==> src/rtl/alu_share_arbiter.sv <==
// Two-port arbiter in front of one shared combinational ALU: accept, execute one cycle, hold the response.
// Accept at edge N, response valid after edge N+1; a stalled response blocks all new requests.
module alu_share_arbiter #(
  parameter int WIDTH      = 32,
  parameter int OPW        = 4,
  parameter int FIXED_PRIO = 0
) (
  input  logic             clk,
  input  logic             rst,
  input  logic [1:0]       req_valid,
  output logic [1:0]       req_ready,
  input  logic [WIDTH-1:0] req_in1_0,
  input  logic [WIDTH-1:0] req_in2_0,
  input  logic [OPW-1:0]   req_op_0,
  input  logic [WIDTH-1:0] req_in1_1,
  input  logic [WIDTH-1:0] req_in2_1,
  input  logic [OPW-1:0]   req_op_1,
  output logic [1:0]       resp_valid,
  input  logic [1:0]       resp_ready,
  output logic [WIDTH-1:0] resp_result,
  output logic             resp_zero,
  output logic [WIDTH-1:0] alu_in1,
  output logic [WIDTH-1:0] alu_in2,
  output logic [OPW-1:0]   alu_op,
  input  logic [WIDTH-1:0] alu_result,
  input  logic             alu_zero,
  output logic             busy
);

  localparam logic [1:0] IDLE = 2'd0;
  localparam logic [1:0] EXEC = 2'd1;
  localparam logic [1:0] RESP = 2'd2;

  logic [1:0]       state;
  logic             grant;
  logic             ptr;
  logic             pick;
  logic [WIDTH-1:0] in1_q;
  logic [WIDTH-1:0] in2_q;
  logic [OPW-1:0]   op_q;
  logic [WIDTH-1:0] res_q;
  logic             zero_q;

  // Port that wins the idle-state arbitration; meaningless when nothing is valid.
  always_comb begin
    pick = 1'b0;
    if (req_valid == 2'b10) begin
      pick = 1'b1;
    end else if (req_valid == 2'b11) begin
      pick = (FIXED_PRIO != 0) ? 1'b0 : ptr;
    end
  end

  // Gated by rst so nothing is accepted while reset is held, even though state already reads IDLE.
  assign req_ready   = (state == IDLE && !rst && |req_valid) ? (2'b01 << pick) : 2'b00;
  assign resp_valid  = (state == RESP) ? (2'b01 << grant) : 2'b00;
  assign resp_result = res_q;
  assign resp_zero   = zero_q;
  assign alu_in1     = in1_q;
  assign alu_in2     = in2_q;
  assign alu_op      = op_q;
  assign busy        = (state != IDLE);

  always_ff @(posedge clk or posedge rst) begin
    if (rst) begin
      state  <= IDLE;
      grant  <= 1'b0;
      ptr    <= 1'b0;
      in1_q  <= '0;
      in2_q  <= '0;
      op_q   <= '0;
      res_q  <= '0;
      zero_q <= 1'b0;
    end else begin
      case (state)
        IDLE: begin
          if (|req_valid) begin
            grant <= pick;
            in1_q <= pick ? req_in1_1 : req_in1_0;
            in2_q <= pick ? req_in2_1 : req_in2_0;
            op_q  <= pick ? req_op_1  : req_op_0;
            state <= EXEC;
          end
        end
        EXEC: begin
          res_q  <= alu_result;
          zero_q <= alu_zero;
          state  <= RESP;
        end
        RESP: begin
          // Only the granted port's acceptance matters; the pointer moves on completion only.
          if (resp_ready[grant]) begin
            ptr   <= ~grant;
            state <= IDLE;
          end
        end
        default: state <= IDLE;
      endcase
    end
  end

endmodule

==> config.mk <==
export PLATFORM = sky130hd
export DESIGN_NAME = alu_share_arbiter
export DESIGN_NICKNAME = d
export VERILOG_FILES = /design/src/rtl/alu_share_arbiter.sv
export SDC_FILE = /design/constraint.sdc
export NUM_CORES = 1
export LEC_CHECK = 0
export ABC_AREA = 1
export BUFFER_PORTS_ARGS = -buffer_cell sky130_fd_sc_hd__buf_2
export CAP_MARGIN = 25
export CORE_MARGIN = 2
export CORE_UTILIZATION = 41
export DETAILED_ROUTE_END_ITERATION = 10
export GPL_TIMING_DRIVEN = 1
export PLACE_DENSITY = 0.77
export SETUP_SLACK_MARGIN = 0.02
export SLEW_MARGIN = 20
export SYNTH_ARGS = -nofsm -noshare
export SYNTH_HDL_FRONTEND = slang
export SYNTH_SLANG_ARGS = --single-unit
==> constraint.sdc <==
create_clock -name clk -period 2.8 [get_ports clk]
set_input_delay 0.28 -clock clk [delete_from_list [all_inputs] [get_ports clk]]
set_output_delay 0.28 -clock clk [all_outputs]
set_load 0.02 [all_outputs]
==> results of run 1 <==
-- per-stage QoR --
stage	setup WS, ns	hold slack [ns]	util, %
6_report	0.773	0.0639	56.4
3_3_place_gp	0.869	0.438	54.1
4_1_cts	0.726	0.0802	56.4
2_1_floorplan	1.15	0.425	-
5_1_grt	0.612	0.125	56.4
3_5_place_dp	0.838	0.447	54.1
-- synth_stat cells, types with 2 or more instances --
| cell | number |
|---|---|
| nand3_1 | 169 |
| nand2_1 | 279 |
| inv_1 | 140 |
| nor2_1 | 5 |
| o21ai_0 | 3 |
| buf_2 | 23 |
| buf_6 | 3 |
| clkbuf_1 | 17 |
| buf_1 | 2 |
| dfrtp_1 | 105 |
| inv_2 | 3 |
-- sequential cells by signal, indices dropped and copies added (netlist names) --
name,count
alu_op,4
alu_in2,32
state,2
grant,1
resp_result,32
resp_zero,1
ptr,1
alu_in1,32
-- logic make-up (layout without fill, tap and decap cells) --
family / Yosys count / in the layout / share of synthesized area, %
compound gates: 3 / 3 / 0.281
buf+inv: 189 / 449 / 14.3
flops: 105 / 105 / 49.1
simple gates: 457 / 457 / 36.3
-- how the worst max path moves through the flow --
stage	from	endpoint	slack, ns	cells after the start
final	state[0]	req_ready[0]	0.77	7
after global routing	state[0]	req_ready[0]	0.61	7
after CTS	state[0]	req_ready[0]	0.73	7
after detailed placement	req_valid[1]	alu_op[3]	0.84	7
after global placement	req_valid[1]	alu_in2[5]	0.87	7
after floorplan	state[0]	req_ready[0]	1.15	7
-- layout by cell type, fill, tap and decap left out --
master and n:
dfrtp_1 105, clkbuf_16 9, clkinv_2 2, nor2_2 1, buf_4 11, nand4_1 1, nor2_1 5, clkinvlp_4 1
nand2_1 277, clkbuf_1 1, inv_1 139, bufinv_16 2, buf_12 1, nand3_1 169, nor2_4 1, inv_2 3
o21ai_0 3, buf_2 280, nand2_2 3
-- worst max-delay path, cell delays in order (launching register included) --
cell and delay, ns:
dfrtp_1 0.39, inv_2 0.07, nand2_2 0.06, nor2_4 0.11, buf_4 0.40, nand2_1 0.11, nor2_1 0.10, buf_2 0.17
-- metal layers --
metal | wire length (um) | track usage (%)
met5 | 13 | 0
met4 | 306 | 8.06
met3 | 1200 | 4.34
met2 | 7360 | 37.0
met1 | 6530 | 28.7
-- power by group through the flow --
stage / logic (mW) / registers, mW / clock network [mW]
6_report: 3.89 / 2.69 / 1.28
3_3_place_gp: 3.87 / 2.70 / 0
3_5_place_dp: 3.95 / 2.69 / 0
5_1_grt: 4.31 / 2.79 / 1.38
2_1_floorplan: 1.71 / 3.58 / 0
4_1_cts: 3.94 / 2.69 / 1.33
-- cell type report --
| cell class | count | area [sq um] |
|---|---|---|
| sequential | 105 | 2630 |
| timing repair buffer | 292 | 1500 |
| fill | 1233 | 5520 |
| clock inverter | 4 | 70.1 |
| tap | 172 | 215 |
| clock buffer | 10 | 229 |
| multi-input combinational | 460 | 1960 |
| inverter | 143 | 541 |
==> run metrics, run 1 <==
FF+latch count, synth 105; class of the worst hold path in -> async; CTS tree built; area of placed instances 6850 sq um; gr ovfl total 0; Arr. time, crit path 1.75 ns; Max-Cap Viols 0; clock-pin slew on the worst setup and hold paths 0.07 ns; Pwr per Cell Area 1100 nW/um^2; syn avg cell area 7.09 sq um; final setup violation count 0; Logic pwr share 49.5%; CTS H-tree lvls 3; YS warnings 0; latest clock arrival within the worst-skew pair 0.34 ns; leading area contributor after synthesis dfrtp_1; IO Port Bufs 280; Hold Fails Final Rpt 0; DRC errors left 0; hpwl dp 11000 um; placed cell count 1172; # Post-CTS Setup Buffers 0; Total Wirelength 15400 um; clock root cell clkbuf_16; Clock power frac 16.3%; leakage power 4.57 nW; die width 118 um; Synth top area share 49.1%; Reg2Reg Depth 7; setup slack, reg-to-reg 1.06 ns; ys flop type dfrtp_1; top cells by area, synth dfrtp_1 49%, nand2_1 20%, nand3_1 16%; crit end category primary output; NetSw 3.58 mW; vias in the first global route 5197; Achievable Freq 493 MHz; Max FO, Critical Path 42; Post-Syn Instances 754; post-route cell area 7150 sq um; Worst slew margin 41.5%; first-pass GRT wire length 25300 um; fin cells 1186; Max VDD drop 0.417 mV; synthesized area 5350 sq um; global placer's final weighted congestion 0.813; DRT iter0 DRCs 300; initial antenna violation count 1; cts bufs inserted 9; Synth Net Count 929; Power Total 7.86 mW; CTS resizes 0; RR Endpoint alu_in1[9]; Flop pwr share 34.2%; Least-Margin Pin Slew 0.876 ns; Diodes inserted 0; kind of critical path reg -> out; Worst R2R Start state[0]; EDFF count, synth 0; detail-routed via count per cell 4.62; TritonCTS sink count 105; via count 5480; status complete, no violations; initial core utilization 42.2%; Pint 4.28 mW; die area 14000 sq um; Clock Skews 0.00767 ns; critical path required time 2.52 ns; Worst setup SP type register; Sw Share 45.6%; fraction of layout cells with a size suffix above 1 31.0%; TritonRoute pass-1 iters 4; Synth async-reset ratio 100%; clock tree buffer depth 2; Pins Over Slew Limit 0; layout net count 1186; Tcrit/Tclk final 72.4%; final total negative setup slack 0 ns; hold buffer count at cts 0; FP Rows 41; Netlist cell types 16; die height 118 um; Final ANT Viol Nets 0; WL/cell 13.0 um; RSZ-0062 raised after global routing no; Seq/Total Area, Yosys 49.1%; core area 12700 sq um; GR Util All Layers 22.2%; Area growth syn-to-layout 33.6%; pin count of the biggest net entering global routing 69; io pins 281; post-route minimum period 2.03 ns
(Power assumes the default switching activity.)
==> run 2, diff against run 1 <==
clock period = 1.8 ns   (was 2.8 ns; I/O delays follow)
==> run 2 against run 1 <==
Clock skew is 0.00063 ns lower. First-iteration DRC count is 14% lower. Largest power group unchanged. Sequential cell count stayed put. Register-to-register slack worse by 0.63 ns. Worst hold slack better by 0.0073 ns. Die area stayed put. Critical path type unchanged. Highest routed layer is now met4. Routed wire length is 1.2% higher.
==> run metrics, run 2 (synthesis results as in run 1) <==
status complete, no violations; fraction of layout cells with a size suffix above 1 31.4% (+0.41 points); post-layout util 56.7% (+0.30 points); core area 12700 sq um (unchanged); Arr. time, crit path 1.48 ns (-0.27 ns); DRT iter0 DRCs 258 (-14%); gr ovfl total 0 (unchanged); cts bufs inserted 9 (unchanged); FP Rows 41 (unchanged); RSZ-0062 raised after global routing yes; CP max stage cell dfrtp_1; Tcrit/Tclk final 92.2%; IO Port Bufs 280 (unchanged); Final ANT Viol Nets 0 (unchanged); commonest cells after routing, fill and taps aside 280 x buf_2, 277 x nand2_1, 169 x nand3_1; Pins Over Slew Limit 0 (unchanged); first-pass GRT wire length 25300 um (+0.19%); NetSw 5.65 mW (+58%); kind of critical path reg -> out; Hold Fails Final Rpt 0 (unchanged); CTS H-tree lvls 3 (unchanged); WL/cell 13.1 um (+0.66%); most common cell after layout, fill and taps aside buf_2; clock root cell clkbuf_16; die height 118 um (unchanged); Clock Skews 0.00704 ns (-0.000632 ns); Diodes inserted 0 (unchanged); TritonRoute pass-1 iters 4 (unchanged); io pins 281 (unchanged); Logic pwr share 50.5% (+1.0 points); Worst slew margin 59.2% (+18 points); FF+latch area 2630 sq um (unchanged); Max VDD drop 0.640 mV (+53%); Max FO, Critical Path 42 (unchanged); initial core utilization 42.2% (unchanged); delay-heaviest family, CP buffers and inverters; die area 14000 sq um (unchanged); final setup violation count 0 (unchanged); hpwl dp 11500 um (+4.0%); detail-routed via count per cell 4.63 (+0.20%); pin count of the biggest net entering global routing 59 (-14%); Least-Margin Pin Slew 0.611 ns (-0.265 ns); final total negative setup slack 0 ns (unchanged); class of the worst hold path in -> reg; die width 118 um (unchanged); CTS resizes 0 (unchanged); fillcell total 1240 (+0.57%); clock tree buffer depth 2 (unchanged); Sw Share 46.6% (+1.0 points); Worst setup SP type register; critical path required time 1.62 ns (-0.90 ns); Flop pwr share 34.5% (+0.3 points); Achievable Freq 602 MHz; DRC errors left 0 (unchanged); CP peak stage delay 0.34 ns (-0.06 ns); Area growth syn-to-layout 34.3%; layout net count 1191 (+0.42%); TritonCTS sink count 105 (unchanged); critical path cell sequence inv_1, nand2_2, buf_12, nand4_1, nor2_1, buf_2; Pint 6.48 mW (+51%); via count 5519 (+0.71%); global placer's final weighted congestion 0.829 (+2.0%); Clock power frac 15.0% (-1.3 points); CTS tree built; clock-pin slew on the worst setup and hold paths 0.07 ns (about the same); Total Wirelength 15600 um (+1.2%); Max-Cap Viols 0 (unchanged); initial antenna violation count 0 (-1); post-route minimum period 1.66 ns; GR Util All Layers 22.5% (+0.27 points); Multi-input gate area 1960 sq um (unchanged); leakage power 4.59 nW (+0.52%); Pwr per Cell Area 1690 nW/um^2 (+54%); crit path buf inv count 3 (unchanged); latest clock arrival within the worst-skew pair 0.34 ns (about the same); vias in the first global route 5248 (+0.98%); crit end category primary output
[run 2: what timing repair did]
item	in CTS	in global routing
setup endpoints to repair	0	2
hold endpoints to repair	58	0
hold buffers	1	0
setup buffers	0	0
[run 2: path summary, 6_finish.rpt]
path,from,to,slack (ns),cells after the start
setup / recovery,ptr,req_ready[1],0.14,6
hold / removal,alu_result[12],resp_result[12],0.07,3
setup reg to reg,ptr,alu_in2[23],0.43,7
hold reg to reg,resp_result[8],resp_result[8],0.47,2
max in group asynchronous,rst,alu_in1[21],0.72,4
min in group asynchronous,rst,resp_result[17],0.53,4
[run 2: per-layer routing]
layer | vias up | global-route usage [%] | share of wire [%]
met5 | - | 0 | 0
met4 | 0 | 7.23 | 1.7
met3 | 22 | 4.54 | 7.8
met2 | 243 | 38.4 | 48
met1 | 2472 | 28.5 | 43
li1 | 2782 | - | -
[run 2: per-stage QoR]
step / hold slack, ns / total power [mW] / cells / cell area [sq um] / setup slack (ns)
after floorplan: 0.325 / 8.23 / 754 / 5350 / 0.251
after global placement: 0.311 / 10.3 / 1176 / 6900 / 0.432
after detailed placement: 0.314 / 10.4 / 1176 / 6900 / 0.420
after CTS: 0.0636 / 12.3 / 1192 / 7190 / 0.0993
after global routing: 0.0840 / 13.1 / 1192 / 7190 / 0.00799
final: 0.0712 / 12.1 / 1192 / 7190 / 0.140
[run 2: area by class of cell]
class                   count  share of cell area, %
clock inverters             5                  0.453
inverters                 143                   7.52
clock buffers              10                   3.33
repair buffers            297                   21.8
multi-input cells         460                   27.3
well taps                 172                   2.99
flip-flops and latches    105                   36.6
[run 2: tightest hold or removal path, cell delays in order]
cell and delay, ns:
buf_2 0.08, nand3_1 0.06, nand2_1 0.06
[run 2: power groups by stage]
stage	sequential [mW]	clock (mW)	combinational, mW
final	4.19	1.81	6.13
after global routing	4.35	1.94	6.78
after CTS	4.19	1.86	6.21
after detailed placement	4.19	0	6.23
after global placement	4.20	0	6.09
after floorplan	5.57	0	2.66
==> run 3, diff against run 2 <==
PLACE_DENSITY = unset   (was 0.77)
PLACE_DENSITY_LB_ADDON = 0.05   (was unset)
==> run 3 against run 2 <==
Clock skew rose by 0.0013 ns. Final cell count rose by 0.34%. Critical endpoint is now resp_valid[1]. Critical path depth fell by 1. Routed wire length rose by 3.2%. Combinational power rose by 3%. Critical path type unchanged. Non-clock buffer count rose by 3. Utilization rose by 0.94 points. Via count fell by 0.72%.
==> run metrics, run 3 (synthesis results as in run 1) <==
crit end category primary output; fraction of layout cells with a size suffix above 1 31.6% (+0.27 points); Diodes inserted 0 (unchanged); layout net count 1194 (+0.25%); met3 WL 1110 um (-8.2%); Hold Fails Final Rpt 0 (unchanged); critical path required time 1.62 ns (about the same); clock tree buffer depth 2 (unchanged); Place WS 0.389 ns (-0.0304 ns); commonest cells after routing, fill and taps aside 280 x buf_2, 277 x nand2_1, 169 x nand3_1; io pins 281 (unchanged); global placer's final weighted congestion 0.796 (-3.9%); die area 14000 sq um (unchanged); CTS tree built; clock-pin slew on the worst setup and hold paths 0.07 ns (about the same); IO Port Bufs 280 (unchanged); TritonCTS sink count 105 (unchanged); WL/cell 13.4 um (+2.8%); cts bufs inserted 9 (unchanged); Achievable Freq 622 MHz (+3.2%); Max-Cap Viols 0 (unchanged); Max VDD drop 0.741 mV (+16%); Arr. time, crit path 1.43 ns (-0.05 ns); Least-Margin Pin Slew 0.580 ns (-0.0311 ns); post-route minimum period 1.61 ns (-0.0520 ns); class of the worst hold path in -> reg; kind of critical path reg -> out; cell depth of the worst hold path 3 (unchanged); Max FO, Critical Path 35 (-17%); Hold Worst Slack 0.0602 ns (-0.0110 ns); DRT iter0 DRCs 326 (+26%); Pins Over Slew Limit 0 (unchanged); die height 118 um (unchanged); pin count of the biggest net entering global routing 53 (-10%); core area 12700 sq um (unchanged); met2 wire length 7670 um (+2.7%); crit path to resp_valid[1]; CTS H-tree lvls 3 (unchanged); latest clock arrival within the worst-skew pair 0.35 ns (about the same); Tcrit/Tclk final 89.3% (-2.9 points); initial core utilization 42.2% (unchanged); initial antenna violation count 1 (+1); DRC errors left 0 (unchanged); hpwl dp 11300 um (-1.7%); first-pass GRT wire length 26300 um (+4.0%); Post-Route M1 WL 7020 um (+5.4%); Clock Skews 0.00834 ns (+0.00130 ns); setup slack, reg-to-reg 0.32 ns (-0.11 ns); FP Rows 41 (unchanged); most common cell after layout, fill and taps aside buf_2; area of placed instances 6960 sq um (+0.76%); Final Worst Setup Slack 0.192 ns (+0.0520 ns); Worst slew margin 61.3% (+2.1 points); vias in the first global route 5345 (+1.8%); gr ovfl total 0 (unchanged); RSZ-0062 raised after global routing no; final setup violation count 0 (unchanged); detail-routed via count per cell 4.58 (-1.1%); post-route cell area 7300 sq um (+1.7%); Final ANT Viol Nets 0 (unchanged); TritonRoute pass-1 iters 4 (unchanged); Pwr per Cell Area 1720 nW/um^2 (+2.0%); clock root cell clkbuf_16; Area growth syn-to-layout 36.6%; leakage power 4.64 nW (+1.1%); highest routed layer met5; GR Util All Layers 23.2% (+0.73 points); Reg2Reg Depth 7 (unchanged); Total Wirelength 16100 um (+3.2%); via count 5479 (-0.72%); Worst setup SP type register; RR Endpoint alu_in1[19]; status complete, no violations; fillcell total 1302 (+5.0%); die width 118 um (unchanged); Worst R2R Start state[1]; Critical Path Source state[0]; final total negative setup slack 0 ns (unchanged)
-- run 3: cell types whose count changed in the layout (fill, tap and decap cells not counted), sizes merged --
cell,before,now
clkbuf,10,11
clkinv,5,3
buf,296,299
bufinv,0,2
-- run 3: cell type report --
cell class                 instances  area, sq um  area share [%]
clock inverter                     5         78.8            1.08
timing repair buffer             300         1630            22.4
sequential                       105         2630            36.0
tap                              172          215            2.95
clock buffer                      11          243            3.32
multi-input combinational        460         1960            26.9
inverter                         143          543            7.43
-- run 3: worst max-delay path, cell delays in order (launching register included) --
cell and delay, ns:
dfrtp_1 0.40, buf_6 0.21, nor2_2 0.14, inv_1 0.07
nor2_1 0.08, buf_2 0.19
-- run 3: worst min path at each step --
| stage | slack (ns) | endpoint | startpoint |
|---|---|---|---|
| floorplan | 0.32 | resp_result[17] | alu_result[17] |
| global placement | 0.27 | resp_result[20] | rst |
| detailed placement | 0.27 | resp_result[20] | rst |
| CTS | 0.06 | resp_result[7] | alu_result[7] |
| global route | 0.06 | resp_result[10] | alu_result[10] |
| finish | 0.06 | resp_result[10] | alu_result[10] |
-- run 3: routing by layer --
layer,track usage [%],vias up
li1,-,2795
met1,29.6,2471
met2,39.9,189
met3,5.07,22
met4,6.10,2
met5,0,-
-- run 3: repair_timing --
item                       CTS  global route
hold buffers                 1             0
hold endpoints to repair    19             0
gates resized for setup      0             3
setup endpoints to repair    0             3
setup buffers                0             1
-- run 3: through the flow --
step           util (%)  std cells  total power [mW]
6_report           57.6       1196              12.6
5_1_grt            57.6       1196              13.6
4_1_cts            57.5       1195              12.7
3_5_place_dp       54.9       1178              10.5
3_3_place_gp       54.9       1178              10.5
2_1_floorplan         -        754              8.23
-- run 3: power by group --
part | total [mW] | internal [mW] | leakage [nW] | switching (mW)
sequential | 4.16 | 3.56 | 1.28 | 0.609
combinational | 6.29 | 2.07 | 3.20 | 4.22
clock | 2.13 | 1.26 | 0.159 | 0.873
total | 12.6 | 6.88 | 4.64 | 5.70
